==> src/rtl/set_cache_replacement_sequencer.sv <==
// Sequencer between a cache controller and a shared PLRU/SRRIP policy controller: buffers hit
// updates, serialises victim requests. Optional WAIT timeout enabled by defining SEQ_TIMEOUT_EN.
module set_cache_replacement_sequencer #(
  parameter int unsigned CACHE_BLOCK_CAPACITY = 128,
  parameter int unsigned CACHE_SET_SIZE       = 4,
  parameter int unsigned HIT_FIFO_DEPTH       = 4,
  parameter int unsigned TIMEOUT_CYCLES       = 16,
  localparam int unsigned BW_CAP = $clog2(CACHE_BLOCK_CAPACITY),
  localparam int unsigned BW_SET = $clog2(CACHE_SET_SIZE),
  localparam int unsigned BW_GRP = BW_CAP - BW_SET
) (
  input  logic              clock_i,
  input  logic              reset_i,
  input  logic              hit_valid_i,
  input  logic [BW_CAP-1:0] hit_addr_i,
  output logic              hit_ready_o,
  input  logic              req_valid_i,
  input  logic [BW_GRP-1:0] req_group_i,
  output logic              req_ready_o,
  output logic              rsp_valid_o,
  output logic [BW_CAP-1:0] rsp_addr_o,
  output logic              rsp_err_o,
  input  logic              rsp_ready_i,
  output logic              pol_hit_o,
  output logic              pol_miss_o,
  output logic [BW_CAP-1:0] pol_addr_o,
  input  logic              pol_done_i,
  input  logic [BW_CAP-1:0] pol_addr_i,
  output logic              busy_o
);

  localparam int unsigned BW_FIFO = $clog2(HIT_FIFO_DEPTH);
  localparam int unsigned PTR_W   = BW_FIFO + 1;

  typedef enum logic [1:0] {
    ST_IDLE  = 2'd0,
    ST_ISSUE = 2'd1,
    ST_WAIT  = 2'd2,
    ST_RESP  = 2'd3
  } state_e;

  state_e            state_q, state_d;
  logic [BW_GRP-1:0] grp_q, grp_d;
  logic [BW_CAP-1:0] rsp_addr_q, rsp_addr_d;
  logic [PTR_W-1:0]  wr_ptr_q, wr_ptr_d, rd_ptr_q, rd_ptr_d;
  logic [BW_CAP-1:0] fifo_mem [HIT_FIFO_DEPTH];
  logic              fifo_empty, fifo_full, push;
  logic [BW_CAP-1:0] miss_addr;
  logic [BW_GRP-1:0] unused_pol_addr_lo;

`ifdef SEQ_TIMEOUT_EN
  localparam int unsigned CNT_W = $clog2(TIMEOUT_CYCLES + 1);
  logic [CNT_W-1:0] cnt_q, cnt_d;
  logic             rsp_err_q, rsp_err_d;
  assign rsp_err_o = rsp_err_q;
`else
  localparam int unsigned unused_timeout_cycles = TIMEOUT_CYCLES;
  assign rsp_err_o = 1'b0;
`endif

  // Full when the pointers differ only in the wrap bit.
  assign fifo_empty = (wr_ptr_q == rd_ptr_q);
  assign fifo_full  = (wr_ptr_q[BW_FIFO] != rd_ptr_q[BW_FIFO]) &&
                      (wr_ptr_q[BW_FIFO-1:0] == rd_ptr_q[BW_FIFO-1:0]);
  assign push       = hit_valid_i & ~fifo_full;
  assign miss_addr  = {{BW_SET{1'b0}}, grp_q};

  assign hit_ready_o        = ~fifo_full;
  assign rsp_valid_o        = (state_q == ST_RESP);
  assign rsp_addr_o         = rsp_addr_q;
  assign busy_o             = (state_q != ST_IDLE) | ~fifo_empty;
  assign unused_pol_addr_lo = pol_addr_i[BW_GRP-1:0];

  always_comb begin
    state_d     = state_q;
    grp_d       = grp_q;
    rsp_addr_d  = rsp_addr_q;
    wr_ptr_d    = push ? wr_ptr_q + PTR_W'(1) : wr_ptr_q;
    rd_ptr_d    = rd_ptr_q;
    req_ready_o = 1'b0;
    pol_hit_o   = 1'b0;
    pol_miss_o  = 1'b0;
    pol_addr_o  = '0;
`ifdef SEQ_TIMEOUT_EN
    cnt_d       = cnt_q;
    rsp_err_d   = rsp_err_q;
`endif
    unique case (state_q)
      ST_IDLE: begin
        // Pending hits drain before any miss is taken so recency stays exact.
        if (!fifo_empty) begin
          pol_hit_o  = 1'b1;
          pol_addr_o = fifo_mem[rd_ptr_q[BW_FIFO-1:0]];
          rd_ptr_d   = rd_ptr_q + PTR_W'(1);
        end else if (req_valid_i) begin
          req_ready_o = 1'b1;
          grp_d       = req_group_i;
          state_d     = ST_ISSUE;
        end
      end
      ST_ISSUE: begin
        pol_miss_o = 1'b1;
        pol_addr_o = miss_addr;
        state_d    = ST_WAIT;
`ifdef SEQ_TIMEOUT_EN
        cnt_d      = '0;
`endif
      end
      ST_WAIT: begin
        pol_addr_o = miss_addr;
        if (pol_done_i) begin
          rsp_addr_d = {pol_addr_i[BW_CAP-1:BW_GRP], grp_q};
          state_d    = ST_RESP;
`ifdef SEQ_TIMEOUT_EN
          rsp_err_d  = 1'b0;
        end else if (cnt_q == CNT_W'(TIMEOUT_CYCLES - 1)) begin
          rsp_addr_d = miss_addr;
          rsp_err_d  = 1'b1;
          state_d    = ST_RESP;
        end else begin
          cnt_d      = cnt_q + CNT_W'(1);
`endif
        end
      end
      ST_RESP: begin
        if (rsp_ready_i) state_d = ST_IDLE;
      end
      default: state_d = ST_IDLE;
    endcase
  end

  always_ff @(posedge clock_i or posedge reset_i) begin
    if (reset_i) begin
      state_q    <= ST_IDLE;
      grp_q      <= '0;
      rsp_addr_q <= '0;
      wr_ptr_q   <= '0;
      rd_ptr_q   <= '0;
`ifdef SEQ_TIMEOUT_EN
      cnt_q      <= '0;
      rsp_err_q  <= 1'b0;
`endif
    end else begin
      state_q    <= state_d;
      grp_q      <= grp_d;
      rsp_addr_q <= rsp_addr_d;
      wr_ptr_q   <= wr_ptr_d;
      rd_ptr_q   <= rd_ptr_d;
`ifdef SEQ_TIMEOUT_EN
      cnt_q      <= cnt_d;
      rsp_err_q  <= rsp_err_d;
`endif
    end
  end

  // Storage needs no reset; occupancy is defined by the pointers alone.
  always_ff @(posedge clock_i) begin
    if (push) fifo_mem[wr_ptr_q[BW_FIFO-1:0]] <= hit_addr_i;
  end

endmodule

==> config.mk <==
export PLATFORM = sky130hd
export DESIGN_NAME = set_cache_replacement_sequencer
export DESIGN_NICKNAME = d
export VERILOG_FILES = /design/src/rtl/set_cache_replacement_sequencer.sv
export SDC_FILE = /design/constraint.sdc
export NUM_CORES = 1
export LEC_CHECK = 0
export CORE_UTILIZATION = 50
export DETAILED_ROUTE_END_ITERATION = 10
export PLACE_DENSITY = 0.79
export SYNTH_ARGS = -nofsm -noshare
export SYNTH_HDL_FRONTEND = slang
export SYNTH_SLANG_ARGS = --single-unit
==> constraint.sdc <==
create_clock -name clock_i -period 2.2 [get_ports clock_i]
set_input_delay 0.22 -clock clock_i [delete_from_list [all_inputs] [get_ports clock_i]]
set_output_delay 0.22 -clock clock_i [all_outputs]
set_load 0.1 [all_outputs]
==> impl_metrics.ini, run 1 <==
[worst_hold_path]
hold_path_class = in -> async

[logic_synthesis]
synth-main-ff-cell = edfxtp_1
postSynthCellCount = 134
synth-edff-count = 28
ys_warn_count = 0
synth_seq_cells = 48
synth_cell_types = 27
syn_avg_cell_area_um2 = 16.3
ys_seq_area_share_pct = 61.5
syn_nets = 170
async_flop_share_pct = 41.7
synth_area_mm2 = 0.00218

[floorplanning]
die_w_um = 68.0
die_y_um = 68.0
initial_core_util_pct = 53.4
num_rows = 23
dieArea_mm2 = 0.00463
core_area_mm2 = 0.00409
io_pins = 46

[route]
via_per_inst = 5.27
finalWirelength_mm = 4.12
routed.top_layer = met4
drc = 0
drt_pre_antenna_iters = 4
wl_met3_um = 215
drt_iter0_markers = 56
ant_nets = 0
dr_wl_met2_mm = 2.07
drt-met1-wl_mm = 1.76
vias = 1239
wl_per_cell_um = 17.5

[global_route]
grt_pass1_vias = 1280
antenna_found_initial = 0
grt_pass1_wl_mm = 6.34
grt_usage_pct = 20.1
gr-total-overflow = 0
grt_max_degree = 21

[final_layout]
fin_cells = 235
areaGrowthSynthToFinish_pct = 35.3
fin_nets = 220
finalInstanceArea_mm2 = 0.00295
drive_gt1_share_pct = 38.4
antenna_cells = 0
fill_cells = 252

[sta]
slew_headroom_pct = 47.8
setup-tns-final_ps = 0
post-route-period-util_pct = 96.3
skew_ps = 6.27
tightest_slew_ps = 782
hold_ws_ps = 350
slew_violations = 0
fmax_mhz = 472
min_period_ps = 2120
hold_viol = 0
final-setup-viol-count = 0

[clock_network]
cts_buffer_depth = 2
numCtsBuffers = 5
clk_pin_slew_ps = 90
cts_max_level = 2
insertion_delay_ps = 300
cts_sinks = 48
root_buffer = clkbuf_8
cts_tree = built
cts_hold_buf = 0

[place]
gp_congestion = 0.706
dpl_cell_area_mm2 = 0.00279
place_inst = 223
io_buffers = 39
dp_hpwl_mm = 2.97

[setup_path]
r2r-start = rd_ptr_q[2]
setup.worst_path.class = reg -> out
cp.arrival_ps = 1900
required_ps = 1980
critPathMaxFanout = 11
crit_path_end_kind = output port
startpoint_type = flop
startpoint = rd_ptr_q[2]

[outcome]
outcome = complete, no violations

[run]
max_cap_violations = 0
## cell type report
type                            instances  area, um^2  share of cell area, %
Clock buffer                            5        68.8                   2.33
Tap cell                               50        62.6                   2.12
Timing Repair Buffer                   48         583                   19.8
Clock inverter                          3        46.3                   1.57
Multi-Input combinational cell         73         818                   27.7
Sequential cell                        48        1340                   45.5
Inverter                                8        30.0                   1.02
## path summary, 6_finish.rpt
kind,slack (ps),cells past startpoint,to
worst max-delay path,80,6,pol_addr_o[1]
worst min-delay path,350,2,state_q[1]
worst max register to register,310,3,fifo_mem[3][6]
worst min register to register,520,1,rsp_addr_o[0]
max in group asynchronous,1360,2,grp_q[1]
min in group clock_i,520,1,rsp_addr_o[0]
## critical path, stage by stage, from the launching register on
cell and delay, ps:
dfrtp_1 440, xnor2_1 350, a31oi_4 160, buf_12 170, a22oi_1 240, nor2_4 60, buf_12 170
## state kept, by name (all words and copies together) (netlist names)
name,count
fifo_mem,28
grp_q,5
rd_ptr_q,3
rsp_addr_o,7
state_q,2
wr_ptr_q,3
## cell usage in the layout (no fill, tap or decap), types with 2 or more instances in the layout
| cell | netlist | routed |
|---|---|---|
| buf_12 | 0 | 14 |
| nor2_4 | 0 | 5 |
| buf_4 | 2 | 15 |
| dfrtp_1 | 20 | 20 |
| inv_2 | 0 | 2 |
| edfxtp_1 | 28 | 28 |
| mux2_2 | 8 | 8 |
| clkdlybuf4s50_1 | 0 | 19 |
| ha_1 | 11 | 10 |
| and3b_2 | 0 | 2 |
| inv_1 | 8 | 6 |
| nand2_1 | 4 | 4 |
| xnor2_2 | 2 | 2 |
| clkbuf_8 | 0 | 5 |
| and2_1 | 4 | 4 |
| mux2_4 | 6 | 6 |
| xor2_1 | 5 | 5 |
| xnor2_1 | 3 | 3 |
| a22oi_1 | 5 | 5 |
| mux4_2 | 7 | 7 |
## through the flow
step | utilization (%) | setup WS (ps)
after global placement | 68.2 | 336
after global routing | 72.2 | -14.2
after CTS | 71.4 | 3.31
after floorplan | - | 36.6
after detailed placement | 68.2 | 264
final | 72.2 | 81.5
## synthesized netlist by cell type (all sizes together) (2+ instances only)
master | instances | share of area [%]
inv | 8 | 1.4
and2 | 4 | 1.1
a22oi | 5 | 1.7
nor2 | 6 | 1.0
buf | 5 | 2.2
mux2 | 14 | 8.3
and3b | 2 | 0.80
nand2 | 4 | 0.69
mux4 | 7 | 7.2
dfrtp | 20 | 23
xor2 | 5 | 2.0
ha | 11 | 6.3
xnor2 | 5 | 2.7
edfxtp | 28 | 39
## routing by layer
metal / GRT usage (%) / vias up
met5: 0 / -
met2: 33.3 / 41
li1: - / 586
met1: 25.1 / 604
met3: 4.83 / 8
met4: 8.59 / 0
## cell families (layout without fill, tap and decap cells)
logic type               Yosys count  count (layout)  synth area share, %
AO/OA/AOI/OAI                     10              10                 3.33
XOR/XNOR                          10              10                 4.70
adder cells (fa/ha/maj)           11              11                 6.31
buffers and inverters             13              64                 3.61
flip-flops                        48              48                 61.5
multiplexers                      22              22                 15.9
other                              1               1                0.172
AND/OR/NAND/NOR                   19              19                 4.42
## repair_timing
item                                    CTS  global route
pin swaps                                 0             1
gates resized for setup                   1             4
setup buffers                             1             3
endpoints found under the setup margin    7             7
Power of run 1 is not shown: default switching activity piles up to over one toggle a cycle in this logic, so the estimate is an artifact.
==> inputs of run 2 (changes only) <==
- CORE_MARGIN: unset -> 4
- SETUP_SLACK_MARGIN: unset -> 0.1
==> impl_metrics.ini, run 2 (same netlist as run 1, synthesis figures left out) <==
[floorplanning]
initial_core_util_pct = 53.0
io_pins = 46
core_area_mm2 = 0.00412
die_w_um = 74.0
die_y_um = 74.0
num_rows = 23
dieArea_mm2 = 0.00548

[final_layout]
areaGrowthSynthToFinish_pct = 35.9
finalInstanceArea_mm2 = 0.00296
final_common_cell = edfxtp_1
largest_reg_flops = 28
drive_gt1_share_pct = 42.2
post-route-util_pct = 72.0
final_cell_mix = edfxtp_1 (28), dfrtp_1 (19), clkdlybuf4s50_1 (19)
fin_nets = 222
antenna_cells = 0

[setup_path]
crit_path_frequent_cell = buf_12
startpoint_type = flop
rrSetupSlack_ps = 390
critical_path.max_stage_delay_ps = 410
reg2reg_depth = 3
critPathSlowestCell = dfrtp_1
startpoint = rd_ptr_q[0]
critPathMaxFanout = 11
crit_family = buffers and inverters
cp_cell_sequence = buf_12 -> xnor2_2 -> a31oi_4 -> buf_4 -> and3b_2 -> buf_12
cp.arrival_ps = 1820
rr_endpoint = fifo_mem[3][0]
crit_path_end_kind = output port
setup.worst_path.class = reg -> out
r2r-start = rd_ptr_q[2]
required_ps = 1980
critical_path_depth = 6
worst-path-buf-inv = 3
endpoint = pol_addr_o[5]

[place]
gp_congestion = 0.710
dp_hpwl_mm = 2.95
dpl_cell_area_mm2 = 0.00279
io_buffers = 39

[sta]
min_period_ps = 2040
skew_ps = 13.7
tightest_slew_ps = 776
rsz0062_at_grt = yes
slew_headroom_pct = 48.2
slew_violations = 0
hold_viol = 0
final-setup-viol-count = 0
post-route-period-util_pct = 92.6
fmax_mhz = 491
setup-tns-final_ps = 0

[global_route]
antenna_found_initial = 0
top_usage_layer = met2
met2_usage_pct = 27.5
grt_max_degree = 21
gr-total-overflow = 0
met3_usage_pct = 3.38
grt_pass1_vias = 1314
grt_usage_pct = 15.6
grt_pass1_wl_mm = 6.38
grtUsageMet1_pct = 19.8

[clock_network]
cts_sinks = 48
cts_max_level = 2
cts_buffer_depth = 2
numCtsBuffers = 5
cts_tree = built
root_buffer = clkbuf_8
insertion_delay_ps = 290
clk_pin_slew_ps = 90

[route]
finalWirelength_mm = 3.91
drt_pre_antenna_iters = 3
drc = 0
wl_per_cell_um = 16.5
via_per_inst = 5.21
drt_iter0_markers = 35
vias = 1235
ant_nets = 0

[worst_hold_path]
hold_path_class = in -> async

[run]
max_cap_violations = 0

[outcome]
outcome = complete, no violations
[run 2: area by class of cell]
cell class              count  area, um^2
inverters                   8        30.0
flip-flops and latches     48        1340
clock buffers               5        68.8
well taps                  50        62.6
fillers                   256        1150
repair buffers             50         589
multi-input cells          73         851
clock inverters             3        18.8
[run 2: worst min-delay path by stage]
stage	from	to	slack [ps]	cells after the start
after floorplan	reset_i	grp_q[0]	180	1
after global placement	rsp_addr_o[5]	rsp_addr_o[5]	490	1
after detailed placement	rsp_addr_o[6]	rsp_addr_o[6]	500	1
after CTS	reset_i	state_q[0]	380	2
after global routing	reset_i	state_q[0]	450	2
final	reset_i	state_q[0]	360	2
[run 2: timing repair]
action                                  in CTS  in global routing
pin swaps                                    0                  1
gates resized for setup                      4                  8
endpoints found under the setup margin       7                  7
buffers inserted                             2                  3
hold buffers                                 0                  0
[run 2: per-layer routing]
layer,routed length (um),up-vias
li1,-,585
met1,1610,617
met2,2060,31
met3,226,2
met4,15,0
met5,0,-
[run 2: stage by stage]
step	hold slack [ps]	setup WS, ps	std cells
3_5_place_dp	499	309	224
5_1_grt	454	92.4	237
6_report	364	162	237
2_1_floorplan	184	116	134
4_1_cts	381	97.9	234
3_3_place_gp	490	347	224
Power of run 2 is left out for the same reason.
==> edit 1, RTL diff (settings of run 1) <==
Build with the macro `SEQ_TIMEOUT_EN` defined.
--- a/src/rtl/set_cache_replacement_sequencer.sv
+++ b/src/rtl/set_cache_replacement_sequencer.sv
@@ -2,2 +2,4 @@
 // updates, serialises victim requests. Optional WAIT timeout enabled by defining SEQ_TIMEOUT_EN.
+`define SEQ_TIMEOUT_EN
+
 module set_cache_replacement_sequencer #(
Function: same outputs for any inputs over 10 cycles, from zero or initial values and one cycle with reset_i high; that may be too few to reach the edited logic, so the function may still have changed.
==> edit 1 against run 1 <==
- sequential cell count increased by 6
- cell area increased by 10%
- synthesized area increased by 11%
- global-route usage decreased by 0.11 points
- non-clock buffer count decreased by 2
- wire length increased by 12%
- worst setup slack got worse by 0.013 ns
- critical endpoint is now pol_addr_o[2]
- largest cell class unchanged
- highest routed layer unchanged
Power is not shown: default switching activity piles up to over one toggle a cycle in this logic, so the estimate is an artifact.
==> edit 1: results <==
group,metric,value,unit
synth,ys_seq_area_share,61.41,%
synth,async_flop_share,48.15,%
placement,dpl_worst_slack,0.2148,ns
layout,final_net_count,242,
timing,max_freq,0.4691,GHz
timing,whs,0.2677,ns
synth,synth_area_per_cell,15.67,um^2
layout,clkCellAreaFrac,2.926,%
routing,routed_via_density,5.764,
global_routing,grt_pass1_vias,1621,
synth,ys_types,34,
synth,ys_top_cells_by_area,"edfxtp_1 (35%), dfrtp_1 (27%), ha_1 (6.2%)",
critical_path,endpoint,"pol_addr_o[2]",
layout,stdcell_area,3249,um^2
critical_path,cpPeakStageDelay,0.57,ns
layout,nNonClkBuffers,46,
global_routing,grt_usage,20.03,%
run_status,outcome,"completed",
layout,seq_share,45.90,%
critical_path,crit_fanout,10,
synth,syn_nets,192,
critical_path,cp_top_family,"multiplexers",
placement,gp_congestion,0.7286,
global_routing,grt_pass1_wl,7652,um
synth,ys_top_cells_by_count,"edfxtp_1 (28), dfrtp_1 (26), ha_1 (12)",
critical_path,rr_endpoint,"cnt_q[3]$_DFFE_PP0P_",
critical_path,rr_worst_depth,7,
-- edit 1: changes by cell type in the layout (fill, tap and decap cells not counted), moves of 4 or more --
cell	change
a22oi_1	-5
and2_1	-4
o21ai_0	+4
and3_4	+4
dfrtp_1	+6
a22oi_2	+5
-- edit 1: logic make-up after synthesis --
group | synth area share (%)
adders and majority gates | 6.182
xor gates and xnor gates | 4.070
buffers and inverters | 2.473
and+or+nand+nor | 6.646
DFF | 61.41
muxes | 12.83
AOI/OAI and AO/OA | 6.389
-- edit 1: metal layers --
metal  vias to the layer above  share of wire [%]  track usage, %  routed length, um
li1                        688                  -               -                  -
met1                       739                 38           22.47               1747
met2                        51                 56           35.95               2560
met3                         9                4.9           4.782                226
met4                         0                1.5           9.368                 68
met5                         -                  0               0                  0
-- edit 1: repair_timing --
item                       CTS  global route
resized for setup            1             7
setup endpoints to repair    1             7
buffers inserted             0             0
pin swaps                    0             1
==> edit 2, RTL diff (config.mk and constraints of run 1) <==
Without the edit above. Make the reset (`reset_i`) synchronous in one clocked block.
--- a/src/rtl/set_cache_replacement_sequencer.sv
+++ b/src/rtl/set_cache_replacement_sequencer.sv
@@ -131,3 +131,3 @@
 
-  always_ff @(posedge clock_i or posedge reset_i) begin
+  always_ff @(posedge clock_i) begin
     if (reset_i) begin
Check against the original RTL: differs if reset_i is asserted again (counterexample within 4 cycles, from zero or initial values and one cycle with reset_i high); with reset_i held inactive, the same outputs for 10 cycles.
==> edit 2 against run 1 <==
- synthesized area is 0.29% higher
- wire length is 1.1% higher
- cell area is 1.8% lower
- highest routed layer unchanged
- critical endpoint is now busy_o
- clock skew is 0.0024 ns higher
- non-clock buffer count is 6 lower
- worst setup slack better by 0.013 ns
- first-iteration DRC count is 16% higher
- sequential cell count is 2 higher
- cell count is 11% higher
==> edit 2: results <==
group,metric,value,unit
run_status,outcome,"completed",
critical_path,cp-startpoint,"state_q[1]$_SDFFE_PP0P_",
critical_path,endpoint,"busy_o",
hold_path,hp-class,"reg -> reg",
global_routing,grt_pass1_wl,6465,um
synth,synth_xor_area_share,3.432,%
critical_path,rr_endpoint,"fifo_mem[1][6]$_DFFE_PP_",
routing,routedWlPerCell,16.02,um
layout,syn2layout_area_growth,32.44,%
critical_path,cp_top_family,"simple AND/OR/NAND/NOR gates",
placement,dpl.hpwl,3114,um
routing,first_pass_iters,5,
global_routing,grt_max_degree,22,
synth,ys_top_cells_by_area,"edfxtp_1 (38%), dfxtp_1 (20%), mux4_2 (7.2%)",
synth,ys_types,35,
placement,dpl-instance-area,2808,um^2
critical_path,crit_fanout,5,
critical_path,reg2reg_slack,0.27,ns
layout,finalNonFillerCells,260,
synth,syn_nets,203,
synth,ys_top_cells_by_count,"edfxtp_1 (28), dfxtp_1 (22), nor2_1 (14)",
cts,clk_pin_slew,0.09,ns
critical_path,crit_slowest_cell,"or4_2",
synth,synth_area_per_cell,13.10,um^2
critical_path,cpPeakStageDelay,0.70,ns
timing,maxSlewHeadroom,51.31,%
routing,vias,1407,
global_routing,grt_usage,19.91,%
placement,gp_congestion,0.7555,
timing,fin_crit,2.105,ns
layout,drive_gt1_share,30.95,%
synth,synth_adder_area_share,6.293,%
timing,clock_skew,0.008654,ns
layout,final_net_count,245,
-- edit 2: changes by cell type in the layout (fill, tap and decap cells not counted), moves of 6 or more --
cell / run 1 / this run
mux2_4: 6 / 0
nand3_1: 1 / 8
dfrtp_1: 20 / 0
dfxtp_2: 0 / 6
nand2_1: 4 / 10
a21oi_1: 0 / 12
nor2_1: 1 / 9
mux2_2: 8 / 0
dfxtp_1: 0 / 16
-- edit 2: worst min-delay path by stage --
stage / depth (start not counted) / start / end / slack [ns]
3_3_place_gp: 2 / rsp_addr_o[5]$_SDFFE_PP0P_ / rsp_addr_o[5]$_SDFFE_PP0P_ / 0.44
5_1_grt: 2 / rsp_addr_o[0]$_SDFFE_PP0P_ / rsp_addr_o[0]$_SDFFE_PP0P_ / 0.50
4_1_cts: 2 / rsp_addr_o[0]$_SDFFE_PP0P_ / rsp_addr_o[0]$_SDFFE_PP0P_ / 0.46
3_5_place_dp: 2 / rsp_addr_o[0]$_SDFFE_PP0P_ / rsp_addr_o[0]$_SDFFE_PP0P_ / 0.45
6_report: 2 / rsp_addr_o[4]$_SDFFE_PP0P_ / rsp_addr_o[4]$_SDFFE_PP0P_ / 0.46
2_1_floorplan: 1 / reset_i / state_q[0]$_SDFFE_PP0P_ / 0.29
-- edit 2: worst register-to-register path, stage by stage (launching register included) --
cell and delay (ns):
dfxtp_1 0.43, xor2_2 0.35, o31a_1 0.36, and2_1 0.45
-- edit 2: power by group --
part           switching (mW)  total, mW  leakage [nW]  internal [mW]
sequential              0.114       1.21         0.438           1.10
clock                   0.286      0.515        0.0481          0.229
combinational            1.58       2.48         0.555          0.896
-- edit 2: metal layers --
| metal | GRT usage (%) | wire length [um] | vias to the layer above |
|---|---|---|---|
| met5 | 0 | 0 | - |
| met4 | 5.469 | 17 | 0 |
| met2 | 38.11 | 2247 | 39 |
| met3 | 5.167 | 188 | 2 |
| li1 | - | - | 684 |
| met1 | 21.16 | 1711 | 682 |
-- edit 2: cell type report --
| class | count | area, um^2 |
|---|---|---|
| Clock buffer | 6 | 73.82 |
| Fill cell | 290 | 1190 |
| Inverter | 8 | 32.53 |
| Multi-Input combinational cell | 102 | 924.6 |
| Clock inverter | 2 | 13.76 |
| Tap cell | 50 | 62.56 |
| Timing Repair Buffer | 42 | 500.5 |
| Sequential cell | 50 | 1289 |
-- edit 2: what timing repair did --
action | in CTS | in global routing
endpoints found under the hold margin | 0 | 0
gates resized for setup | 1 | 0
endpoints found under the setup margin | 3 | 0
